### config.mk
export PLATFORM = sky130hd
export DESIGN_NAME = pipe_hazard_ctrl
export DESIGN_NICKNAME = d
export VERILOG_FILES = /design/src/rtl/pipe_pkg.sv /design/src/rtl/pipe_fwd_match.sv /design/src/rtl/pipe_hazard_ctrl.sv
export SDC_FILE = /design/constraint.sdc
export NUM_CORES = 1
export LEC_CHECK = 0
export BUFFER_PORTS_ARGS = -buffer_cell sky130_fd_sc_hd__buf_2
export CORE_AREA = 2 2 149 151
export CTS_CLUSTER_SIZE = 40
export DETAILED_ROUTE_END_ITERATION = 10
export DIE_AREA = 0 0 151 153
export PLACE_DENSITY_LB_ADDON = 0.1
export SYNTH_ARGS = -nofsm -noshare
export SYNTH_HDL_FRONTEND = slang
export SYNTH_SLANG_ARGS = --single-unit
### constraint.sdc
create_clock -name clk -period 3.5 [get_ports clk]
set_input_delay 0.875 -clock clk [delete_from_list [all_inputs] [get_ports clk]]
set_output_delay 0.875 -clock clk [all_outputs]
set_load 0.005 [all_outputs]
### src/rtl/pipe_pkg.sv
// Shared types for the pipeline hazard controller: shadow-pipeline entry,
// FSM state encoding and default geometry constants.
package pipe_pkg;

  localparam int NSTAGE_DEF  = 3;
  localparam int RADDR_W_DEF = 5;
  // Entries carry rd at this fixed width so the struct needs no parameter.
  localparam int RD_MAX_W    = 8;

  typedef struct packed {
    logic                valid;
    logic                rf_we;
    logic [RD_MAX_W-1:0] rd;
    logic                is_load;
    logic                halt;
  } pipe_entry_t;

  typedef enum logic [1:0] {
    RUN,
    DRAIN,
    HALTED
  } pipe_state_t;

endpackage

### src/rtl/pipe_fwd_match.sv
// Priority match of one decode source register against all shadow entries;
// reports the youngest matching stage and whether it forces a stall.
module pipe_fwd_match
  import pipe_pkg::*;
#(
  parameter int NSTAGE     = NSTAGE_DEF,
  parameter int LOAD_STAGE = 2,
  parameter bit FWD_EN     = 1'b0
) (
  input  pipe_entry_t [NSTAGE-1:0]         entries,
  input  logic        [RD_MAX_W-1:0]       rs,
  input  logic                             rs_use,
  output logic                             stall,
  output logic                             hit,
  output logic        [$clog2(NSTAGE)-1:0] idx
);

  localparam int IDX_W = $clog2(NSTAGE);

  logic found;
  logic found_load;
  logic below_load;

  // NOTE: every always_comb output gets a default first, so no path can infer a latch.
  always_comb begin
    found      = 1'b0;
    found_load = 1'b0;
    idx        = '0;
    // Oldest to youngest, so the youngest (lowest index) match is kept.
    for (int k = NSTAGE - 1; k >= 0; k--) begin
      if (entries[k].valid && entries[k].rf_we && (entries[k].rd != '0) &&
          (entries[k].rd == rs) && rs_use) begin
        found      = 1'b1;
        found_load = entries[k].is_load;
        idx        = IDX_W'(k);
      end
    end
  end

  assign below_load = (int'(idx) < LOAD_STAGE);

  // Without forwarding any in-flight writer interlocks; with it only an
  // unfinished load does.
  assign stall = FWD_EN ? (found & found_load & below_load) : found;
  assign hit   = FWD_EN ? (found & ~stall) : 1'b0;

endmodule

### src/rtl/pipe_hazard_ctrl.sv
// Pipeline control for the in-order core: RAW interlock, redirect flush and
// ebreak drain/halt. Define PIPE_HAZARD_FORWARD_EN to build operand forwarding.
module pipe_hazard_ctrl
  import pipe_pkg::*;
#(
  parameter int NSTAGE     = NSTAGE_DEF,
  parameter int XLEN       = 64,
  parameter int RADDR_W    = RADDR_W_DEF,
  parameter int LOAD_STAGE = 2
) (
  input  logic                   clk,
  input  logic                   rst,
  input  logic                   id_valid,
  input  logic [RADDR_W-1:0]     id_rs1,
  input  logic [RADDR_W-1:0]     id_rs2,
  input  logic                   id_rs1_use,
  input  logic                   id_rs2_use,
  input  logic                   id_rf_we,
  input  logic [RADDR_W-1:0]     id_rd,
  input  logic                   id_is_load,
  input  logic                   id_halt,
  input  logic                   redirect,
  input  logic [NSTAGE*XLEN-1:0] stage_data,
  output logic                   if_ena,
  output logic                   id_flush,
  output logic                   ex_bubble,
  output logic [NSTAGE-1:0]      stage_valid,
  output logic                   fwd_rs1_hit,
  output logic                   fwd_rs2_hit,
  output logic [XLEN-1:0]        fwd_rs1_data,
  output logic [XLEN-1:0]        fwd_rs2_data,
  output logic [31:0]            stall_cnt,
  output logic                   halted
);

  localparam int IDX_W = $clog2(NSTAGE);
`ifdef PIPE_HAZARD_FORWARD_EN
  localparam bit FWD_EN = 1'b1;
`else
  localparam bit FWD_EN = 1'b0;
`endif

  pipe_entry_t [NSTAGE-1:0] entries;
  pipe_entry_t              id_entry;
  pipe_state_t              state, state_next;

  logic             stall1, stall2, hit1, hit2;
  logic [IDX_W-1:0] idx1, idx2;
  logic             in_run, stall, issue;

  always_comb begin
    id_entry         = '0;
    id_entry.valid   = 1'b1;
    id_entry.rf_we   = id_rf_we;
    id_entry.rd      = RD_MAX_W'(id_rd);
    id_entry.is_load = id_is_load;
    id_entry.halt    = id_halt;
  end

  pipe_fwd_match #(.NSTAGE(NSTAGE), .LOAD_STAGE(LOAD_STAGE), .FWD_EN(FWD_EN)) u_match_rs1 (
    .entries (entries),
    .rs      (RD_MAX_W'(id_rs1)),
    .rs_use  (id_rs1_use),
    .stall   (stall1),
    .hit     (hit1),
    .idx     (idx1)
  );

  pipe_fwd_match #(.NSTAGE(NSTAGE), .LOAD_STAGE(LOAD_STAGE), .FWD_EN(FWD_EN)) u_match_rs2 (
    .entries (entries),
    .rs      (RD_MAX_W'(id_rs2)),
    .rs_use  (id_rs2_use),
    .stall   (stall2),
    .hit     (hit2),
    .idx     (idx2)
  );

  // A redirect discards the decode instruction, so its hazards do not count.
  assign in_run    = (state == RUN);
  assign stall     = id_valid & (stall1 | stall2) & ~redirect;
  assign issue     = id_valid & ~stall & ~redirect & in_run;
  assign if_ena    = ~rst & ((~stall & in_run) | redirect);
  assign id_flush  = rst | redirect;
  assign ex_bubble = rst | ~issue;
  assign halted    = (state == HALTED);

  // NOTE: the entry array is reset because its valid bits drive the interlock;
  // a memory holding only data would not need it.
  always_ff @(posedge clk or posedge rst) begin
    if (rst) begin
      entries <= '0;
    end else begin
      // NOTE: non-blocking assignments make every stage shift from the old value.
      entries[0] <= issue ? id_entry : '0;
      for (int k = 1; k < NSTAGE; k++) begin
        entries[k] <= entries[k-1];
      end
    end
  end

  always_comb begin
    stage_valid = '0;
    for (int k = 0; k < NSTAGE; k++) begin
      stage_valid[k] = entries[k].valid;
    end
  end

  always_ff @(posedge clk or posedge rst) begin
    if (rst) begin
      state <= RUN;
    end else begin
      state <= state_next;
    end
  end

  always_comb begin
    state_next = state;
    case (state)
      RUN:     if (issue && id_halt) state_next = DRAIN;
      DRAIN:   if (entries[NSTAGE-1].valid && entries[NSTAGE-1].halt) state_next = HALTED;
      HALTED:  state_next = HALTED;
      default: state_next = RUN;
    endcase
  end

  always_ff @(posedge clk or posedge rst) begin
    if (rst) begin
      stall_cnt <= '0;
    end else if (stall && in_run && (stall_cnt != 32'hFFFF_FFFF)) begin
      stall_cnt <= stall_cnt + 32'd1;
    end
  end

`ifdef PIPE_HAZARD_FORWARD_EN
  logic [XLEN-1:0] stage_word [NSTAGE];

  always_comb begin
    for (int k = 0; k < NSTAGE; k++) begin
      stage_word[k] = stage_data[k*XLEN +: XLEN];
    end
  end

  assign fwd_rs1_hit  = hit1;
  assign fwd_rs2_hit  = hit2;
  assign fwd_rs1_data = hit1 ? stage_word[idx1] : '0;
  assign fwd_rs2_data = hit2 ? stage_word[idx2] : '0;
`else
  logic unused_fwd;
  assign unused_fwd   = ^{stage_data, hit1, hit2, idx1, idx2};
  assign fwd_rs1_hit  = 1'b0;
  assign fwd_rs2_hit  = 1'b0;
  assign fwd_rs1_data = '0;
  assign fwd_rs2_data = '0;
`endif

endmodule

==> results of run 1 <==
worst reg2reg max path: stages, from the launching register on:
cell and delay (ps):
dfrtp_1 440, or4_4 520, o211ai_4 210, nor4_2 80
buf_4 140, o31ai_4 340, buf_4 530, a211oi_1 270
mux2_2 310
final cells by class:
| cell class | instances | area [um^2] |
|---|---|---|
| fillers | 2340 | 16800 |
| flip-flops and latches | 58 | 1450 |
| clock inverters | 5 | 77.6 |
| well taps | 280 | 350 |
| inverters | 10 | 37.5 |
| multi-input cells | 321 | 2130 |
| repair buffers | 76 | 418 |
| clock buffers | 11 | 243 |
metal layers:
metal | GRT usage, % | part of all wire [%] | wire, um | vias up
met2 | 14.5 | 49 | 5090 | 105
met4 | 3.47 | 1.5 | 156 | 0
met3 | 2.39 | 5.7 | 591 | 10
met5 | 0 | 0 | 0 | -
met1 | 11.7 | 44 | 4550 | 1345
li1 | - | - | - | 1280
registers in the layout, indices dropped and copies added, names as in the netlist:
signal,count
stall_cnt,32
entries,21
stage_valid,3
state,2
Yosys cell counts:
master / instances / area (um^2)
and3_1: 10 / 62.6
o211ai_2: 1 / 12.5
a31o_4: 1 / 17.5
clkbuf_2: 1 / 5.00
xor2_1: 41 / 359
and2_4: 1 / 8.76
a2111oi_4: 3 / 82.6
dfrtp_1: 58 / 1450
o211ai_1: 3 / 22.5
a2111oi_0: 3 / 26.3
a211oi_1: 6 / 45.0
inv_1: 10 / 37.5
buf_1: 2 / 7.51
conb_1: 1 / 3.75
ha_1: 4 / 50.1
nor2b_1: 1 / 6.26
o32a_1: 1 / 10.0
buf_4: 137 / 1030
nand2_1: 20 / 75.1
a211oi_2: 1 / 12.5
or2_2: 1 / 6.26
nand4_1: 10 / 62.6
a21boi_0: 1 / 7.51
nor4_4: 1 / 21.3
a21oi_1: 3 / 15.0
and2_0: 1 / 6.26
nand3_2: 1 / 10.0
and4_1: 2 / 17.5
nand3_1: 16 / 80.1
mux2_2: 1 / 11.3
nor2_1: 6 / 22.5
buf_6: 2 / 22.5
nor4_1: 6 / 37.5
and3_4: 1 / 11.3
buf_2: 3 / 15.0
xnor2_1: 20 / 175
and2_1: 1 / 6.26
nor3_1: 1 / 5.00
a2111oi_2: 18 / 270
or4_1: 3 / 22.5
o31ai_4: 2 / 42.5
path summary, 6_finish.rpt:
check                           start            to  slack (ps)  cells past startpoint
setup / recovery           entries[4]        if_ena         130                      8
hold reg to reg            entries[0]   entries[12]         350                      0
setup reg to reg           entries[4]  stall_cnt[1]         540                      8
max in group asynchronous         rst    entries[5]        2120                      3
min in group asynchronous         rst   entries[10]         820                      3
hold / removal             entries[0]   entries[12]         350                      0
logic make-up after synthesis:
logic type | Yosys count | share of synthesized area [%]
xor+xnor | 61 | 12.7
flops | 58 | 34.6
buf+inv | 155 | 26.6
simple gates | 82 | 11.0
compound gates | 43 | 13.5
other cells | 1 | 0.0894
mux | 1 | 0.269
fa+ha+maj | 4 | 1.19
through the flow:
stage	total power [uW]	std cells	cell area [um^2]	util, %
after floorplan	1100	534	4680	-
after global placement	1090	738	4310	20.1
after detailed placement	1090	738	4310	20.1
final	2050	761	4710	21.9
after CTS	2070	754	4630	21.6
after global routing	2160	761	4710	21.9
power groups by stage:
stage,clock [uW],combinational (uW),sequential [uW]
6_report,961,331,762
5_1_grt,1010,374,769
4_1_cts,992,320,762
3_5_place_dp,0,319,774
3_3_place_gp,0,316,774
2_1_floorplan,0,343,754
what timing repair did:
| item | in CTS | in global routing |
|---|---|---|
| cloned | 0 | 0 |
| setup endpoints to repair | 1 | 1 |
| setup buffers | 0 | 7 |
| pin swaps | 1 | 4 |
| gates resized for setup | 0 | 6 |
==> impl_metrics.ini, run 1 <==
[run_status]
status = finished clean

[timing]
post-route-min-period_ps = 3370
min_period_over_period_pct = 96.2
worst_slew_pin_slew_ps = 808
finalSetupTns_ps = 0
fin_ws_ps = 133
max_freq_mhz = 297
maxSlewViolCount = 0
holdWs_ps = 349
rsz0062_at_grt = no
hold_viol_final = 0
slew_headroom_pct = 46.1
skew_ps = 11.3
setup_violations = 0

[floorplanning]
die_h_um = 153
die_area_um2 = 23100
ios = 385
rows = 54
die_w_um = 151
core-area_um2 = 21500
initial_utilization_pct = 19.5

[pwr]
power_density_nw_per_um2 = 436
internal_power_uw = 1480
irDropWorstVdd_mv = 0.202
p_leak_uw = 0.00237
clkPwrFrac_pct = 46.8
swShare_pct = 27.7
p_switching_uw = 569
p_seq_share_pct = 37.1
p_comb_share_pct = 16.1

[place]
dp_hpwl_mm = 7.65
portBuffers = 61
gp_congestion = 0.734
dp_worst_setup_slack_ps = 304

[yosys]
yosys_register_bits = 58
netlist_area_um2 = 4190
synth_cells = 405
ys.warnings.count = 0
synth.distinct_cells = 41
ys_seq_area_share_pct = 34.6
syn_area_per_cell_um2 = 10.4

[grt]
grt_use_total_pct = 9.09
overflow = 0
grt_pass1_vias = 2700
grt_max_degree = 59
grt_first_pass_wirelength_mm = 15.9
antenna_found_initial = 0

[critical_path]
crit_fanout = 4
worst-path-buf-inv = 2
crit_chain = or4_4 > o211ai_4 > nor4_2 > buf_4 > o31ai_4 > nand2_2 > a211oi_2 > buf_2
max_stage_delay_ps = 520
cp-end-kind = output port
arrival_ps = 2490
start_kind = flop
worstSetupPathType = reg -> out
cpMaxStageDelayCell = or4_4
required_ps = 2620
crit_family = compound AO/OA/AOI/OAI gates

[routing]
drtPass1Iterations = 4
routed_wl_mm = 10.4
drc = 0
drtAntennaViolNets = 0
drt_iter0_drc = 75
dr_total_vias = 2740
routed_via_density = 3.60
avgRoutedWirePerCell_um = 13.6

[flow_run]
drv_cap = 0

[final_layout]
final_common_cell = conb_1
diodes = 0
areaGrowthSynthToFinish_pct = 12.4
drive_gt1_share_pct = 26.8
nNetsFinal = 696
layout_common_cells = conb_1, buf_2, dfrtp_1

[clocking]
root_buffer = clkbuf_16
ctsHoldBuffers = 0
cts_made_buffers = 9
ctsLongestPathBuffers = 2
clock_latency_ps = 330
cts.reportedPaths.clkPinSlew_ps = 50
cts_tree = yes
htree_levels = 3
cts_sinks = 58

[min_path]
min_path_type = reg -> reg
No activity file was read; power rests on OpenSTA's default activity.
==> inputs of run 2 (changes only) <==
--- a/constraint.sdc
+++ b/constraint.sdc
@@ -3,2 +3,2 @@
 set_output_delay 0.875 -clock clk [all_outputs]
-set_load 0.005 [all_outputs]
+set_load 0.02 [all_outputs]
==> impl_metrics.ini, run 2 (synthesized netlist as in run 1, its figures left out) <==
[clocking]
ctsLongestPathBuffers = 2
htree_levels = 3
root_buffer = clkbuf_16
clock_latency_ps = 330
cts_made_buffers = 9
cts_tree = yes
cts_sinks = 58
cts.reportedPaths.clkPinSlew_ps = 50

[pwr]
p_comb_share_pct = 20.0
swShare_pct = 31.2
internal_power_uw = 1480
power_density_nw_per_um2 = 462
p_leak_uw = 0.00234
clkPwrFrac_pct = 44.6
p_seq_share_pct = 35.4
irDropWorstVdd_mv = 0.183
p_switching_uw = 671

[timing]
holdWs_ps = 349
hold_viol_final = 0
skew_ps = 10.2
worst_slew_pin_slew_ps = 821
post-route-min-period_ps = 3340
rsz0062_at_grt = no
maxSlewViolCount = 0
max_freq_mhz = 300
finalSetupTns_ps = 0
setup_violations = 0
min_period_over_period_pct = 95.4
slew_headroom_pct = 45.3
fin_ws_ps = 162

[final_layout]
areaGrowthSynthToFinish_pct = 10.9
nNetsFinal = 690
design_area_um2 = 4650
diodes = 0
stdcell_count = 755
regMostFlops = stall_cnt
largest_reg_flops = 32
layout_common_cells = conb_1, buf_2, dfrtp_1
final_common_cell = conb_1
drive_gt1_share_pct = 25.3

[routing]
drc = 0
routed_wl_mm = 10.3
drtPass1Iterations = 4
drt_iter0_drc = 80
routed_via_density = 3.57
avgRoutedWirePerCell_um = 13.7
dr_total_vias = 2698
drtAntennaViolNets = 0

[floorplanning]
ios = 385
die_h_um = 153
initial_utilization_pct = 19.5
rows = 54
die_area_um2 = 23100
core-area_um2 = 21500
die_w_um = 151

[place]
dp_hpwl_mm = 7.60
portBuffers = 61
dp.cells = 737
place_area_um2 = 4310
dp_worst_setup_slack_ps = 240
gp_congestion = 0.736

[critical_path]
arrival_ps = 2460
crit_fanout = 4
cp-end-kind = output port
start_kind = flop
required_ps = 2620
worstSetupPathType = reg -> out

[grt]
grt_max_degree = 59
grt_pass1_vias = 2634
overflow = 0
antenna_found_initial = 0
grt_use_total_pct = 8.93
grt_first_pass_wirelength_mm = 15.5

[run_status]
status = finished clean

[flow_run]
drv_cap = 0

[min_path]
min_path_type = reg -> reg
[run 2: cell types whose count changed in the layout (fill, tap and decap cells not counted)]
cell / previous run / this run
buf_2: 61 / 60
buf_4: 15 / 10
dfrtp_1: 56 / 58
dfrtp_2: 2 / 0
nor4_1: 5 / 6
nor4_2: 1 / 0
o211ai_2: 0 / 1
o211ai_4: 1 / 0
[run 2: power groups by stage]
stage | combinational, uW | clock [uW] | sequential, uW
2_1_floorplan | 463 | 0 | 754
3_3_place_gp | 427 | 0 | 775
3_5_place_dp | 427 | 0 | 775
5_1_grt | 476 | 1020 | 766
4_1_cts | 428 | 993 | 763
6_report | 430 | 958 | 762
[run 2: worst max-delay path, cell delays in order (launching register included)]
cell and delay (ps):
dfrtp_1 420, or4_1 530, o211ai_1 240, nor4_1 130, o31ai_4 330, nand2_2 120, a211oi_2 190, buf_4 170
[run 2: layout make-up]
type                    count  area [um^2]
multi-input cells         321         2120
well taps                 280          350
inverters                  10         37.5
fillers                  2366        16800
clock inverters             5         77.6
clock buffers              11          243
flip-flops and latches     58         1450
repair buffers             70          375
[run 2: metrics by stage]
stage / total power [uW] / utilization, %
after floorplan: 1220 / -
after global placement: 1200 / 20.0
after detailed placement: 1200 / 20.0
after CTS: 2180 / 21.5
after global routing: 2260 / 21.6
final: 2150 / 21.6
[run 2: final timing paths]
kind	cells after the start	startpoint	end	slack [ps]
min reg2reg	0	entries[0]	entries[12]	350
max	7	entries[14]	if_ena	160
min	0	entries[0]	entries[12]	350
max reg2reg	7	entries[14]	stall_cnt[1]	630
min in group asynchronous	3	rst	entries[10]	820
max in group asynchronous	3	rst	stall_cnt[0]	2130
[run 2: metal layers]
layer / vias up / track usage [%] / routed length [um]
li1: 1263 / - / -
met5: - / 0 / 0
met2: 104 / 13.8 / 4960
met1: 1321 / 11.8 / 4620
met3: 10 / 2.21 / 560
met4: 0 / 3.69 / 170
[run 2: timing repair]
action | CTS | global route
hold buffers | 0 | 0
endpoints found under the setup margin | 0 | 1
setup buffers | 0 | 3
resized for setup | 0 | 3
==> inputs of run 3 (changes only) <==
- ABC_AREA: not set -> 1
==> impl_metrics.ini, run 3 <==
[floorplanning]
die_h_um = 153
rows = 54
die_w_um = 151
die_area_um2 = 23100
initial_utilization_pct = 21.2
ios = 385
core-area_um2 = 21500

[yosys]
synth_top_flop_cell = dfrtp_1
yosys.area.top_type_share_pct = 31.9
synth-async-reset-ratio_pct = 100
ys.warnings.count = 0
synth_commonest_cells = nand2_1, buf_4, inv_1, dfrtp_1, nor2_1
synthTopCellsByArea = dfrtp_1, buf_4, nand2_1
yosysMostFrequentCell = nand2_1
yosys_register_bits = 58
netlist_area_um2 = 4560
syn_area_per_cell_um2 = 7.24
ys_seq_area_share_pct = 31.9
synth_cells = 629
synth.distinct_cells = 28
synth_edf_count = 0
synth_top_cell_by_area = dfrtp_1

[timing]
finalSetupTns_ps = 0
post-route-min-period_ps = 3120
rsz0062_at_grt = no
worst_slew_pin_slew_ps = 791
max_freq_mhz = 320
maxSlewViolCount = 0
holdWs_ps = 352
min_period_over_period_pct = 89.2
hold_viol_final = 0
slew_headroom_pct = 47.3
fin_ws_ps = 377
setup_violations = 0
skew_ps = 6.37

[final_layout]
largest_reg_flops = 32
drive_gt1_share_pct = 14.1
design_area_um2 = 5010
multiInputGateArea_um2 = 2280
regMostFlops = stall_cnt
final_common_cell = nand2_1
areaGrowthSynthToFinish_pct = 9.88
diodes = 0
layout_common_cells = nand2_1, conb_1, inv_1
nNetsFinal = 916
fillerInstances = 2471
seq_area_um2 = 1450

[run_status]
status = finished clean

[grt]
grt_first_pass_wirelength_mm = 18.5
overflow = 0
grt_use_total_pct = 10.6
antenna_found_initial = 0
grt_pass1_vias = 3435
grt_max_degree = 57

[min_path]
hold_start = entries[12]
min_path_type = reg -> reg

[routing]
drt_iter0_drc = 167
dr_total_vias = 3618
routed_via_density = 3.69
avgRoutedWirePerCell_um = 12.3
drtPass1Iterations = 4
drtAntennaViolNets = 0
drc = 0
routed_wl_mm = 12.1

[clocking]
clock_latency_ps = 340
cts_setup_buffers = 0
cts_sinks = 58
ctsResizeCount = 0
cts_tree = yes
root_buffer = clkbuf_16
cts.reportedPaths.clkPinSlew_ps = 50
ctsLongestPathBuffers = 2
ctsHoldBuffers = 0
htree_levels = 3
cts_made_buffers = 9

[place]
portBuffers = 61
dp_hpwl_mm = 9.77
dp_worst_setup_slack_ps = 381
place_area_um2 = 4690
gp_congestion = 0.853

[pwr]
clkPwrFrac_pct = 45.7
p_switching_uw = 675
power_density_nw_per_um2 = 424
p_leak_uw = 0.00277
internal_power_uw = 1450
p_comb_share_pct = 19.0
irDropWorstVdd_mv = 0.210
finalPower_uw = 2120
swShare_pct = 31.8
p_seq_share_pct = 35.4

[critical_path]
crit_top_cell = nand3_1
startpoint = id_rs1[2]
crit_fanout = 4
crit_chain = buf_2 > inv_1 > nand2_1 > nand2_1 > nand3_1 > nor2_1 > nand3_1 > nand3_1 > nor2_1 > nand3_1 > inv_1 > nand2_1 > buf_2
cp-end-kind = output port
cpMaxStageDelayCell = nor2_1
arrival_ps = 2250
worstSetupPathType = in -> out
required_ps = 2620
start_kind = input port
max_stage_delay_ps = 270
timing.rr.start = stall_cnt[0]

[flow_run]
drv_cap = 0
## run 3: critical path, delay by kind of cell
family	cells	cell delay [ps]
buffers and inverters	4	450
and+or+nand+nor	9	920
## run 3: area by class of cell
cell class              count  area share [%]
clock inverters             5            1.55
well taps                 280            7.00
inverters                  75            5.62
clock buffers              11            4.85
repair buffers             64            6.55
flip-flops and latches     58            29.0
multi-input cells         488            45.5
## run 3: metrics by stage
stage / cells / utilization, %
2_1_floorplan: 758 / -
3_3_place_gp: 965 / 21.8
3_5_place_dp: 965 / 21.8
4_1_cts: 981 / 23.3
5_1_grt: 981 / 23.3
6_report: 981 / 23.3
## run 3: cell families (layout without fill, tap and decap cells)
family | after synthesis | in the layout | synth area share [%]
flops | 58 | 58 | 31.9
simple gates | 310 | 310 | 30.4
buf+inv | 212 | 155 | 28.8
compound gates | 12 | 12 | 1.43
other cells | 1 | 130 | 0.0823
fa+ha+maj | 4 | 4 | 1.10
xor+xnor | 32 | 32 | 6.32
## run 3: power by group through the flow
stage | Sequential [uW] | Clock [uW] | Combinational (uW)
5_1_grt | 757 | 1030 | 455
3_3_place_gp | 762 | 0 | 403
6_report | 751 | 969 | 402
2_1_floorplan | 752 | 0 | 434
3_5_place_dp | 762 | 0 | 406
4_1_cts | 751 | 1000 | 407
## run 3: final timing paths
| kind | endpoint | slack, ps | depth (start not counted) |
|---|---|---|---|
| max in group asynchronous | stall_cnt[9] | 2100 | 3 |
| hold / removal | entries[24] | 350 | 0 |
| setup / recovery | ex_bubble | 380 | 13 |
| min in group asynchronous | entries[22] | 420 | 2 |
| setup reg to reg | stall_cnt[17] | 1320 | 9 |
| hold reg to reg | entries[24] | 350 | 0 |
## run 3: per-layer routing
metal | track usage, % | wire length (um) | up-vias
li1 | - | - | 1813
met1 | 13.8 | 5370 | 1664
met2 | 16.1 | 5660 | 118
met3 | 3.28 | 692 | 23
met4 | 4.63 | 363 | 0
met5 | 0 | 0 | -
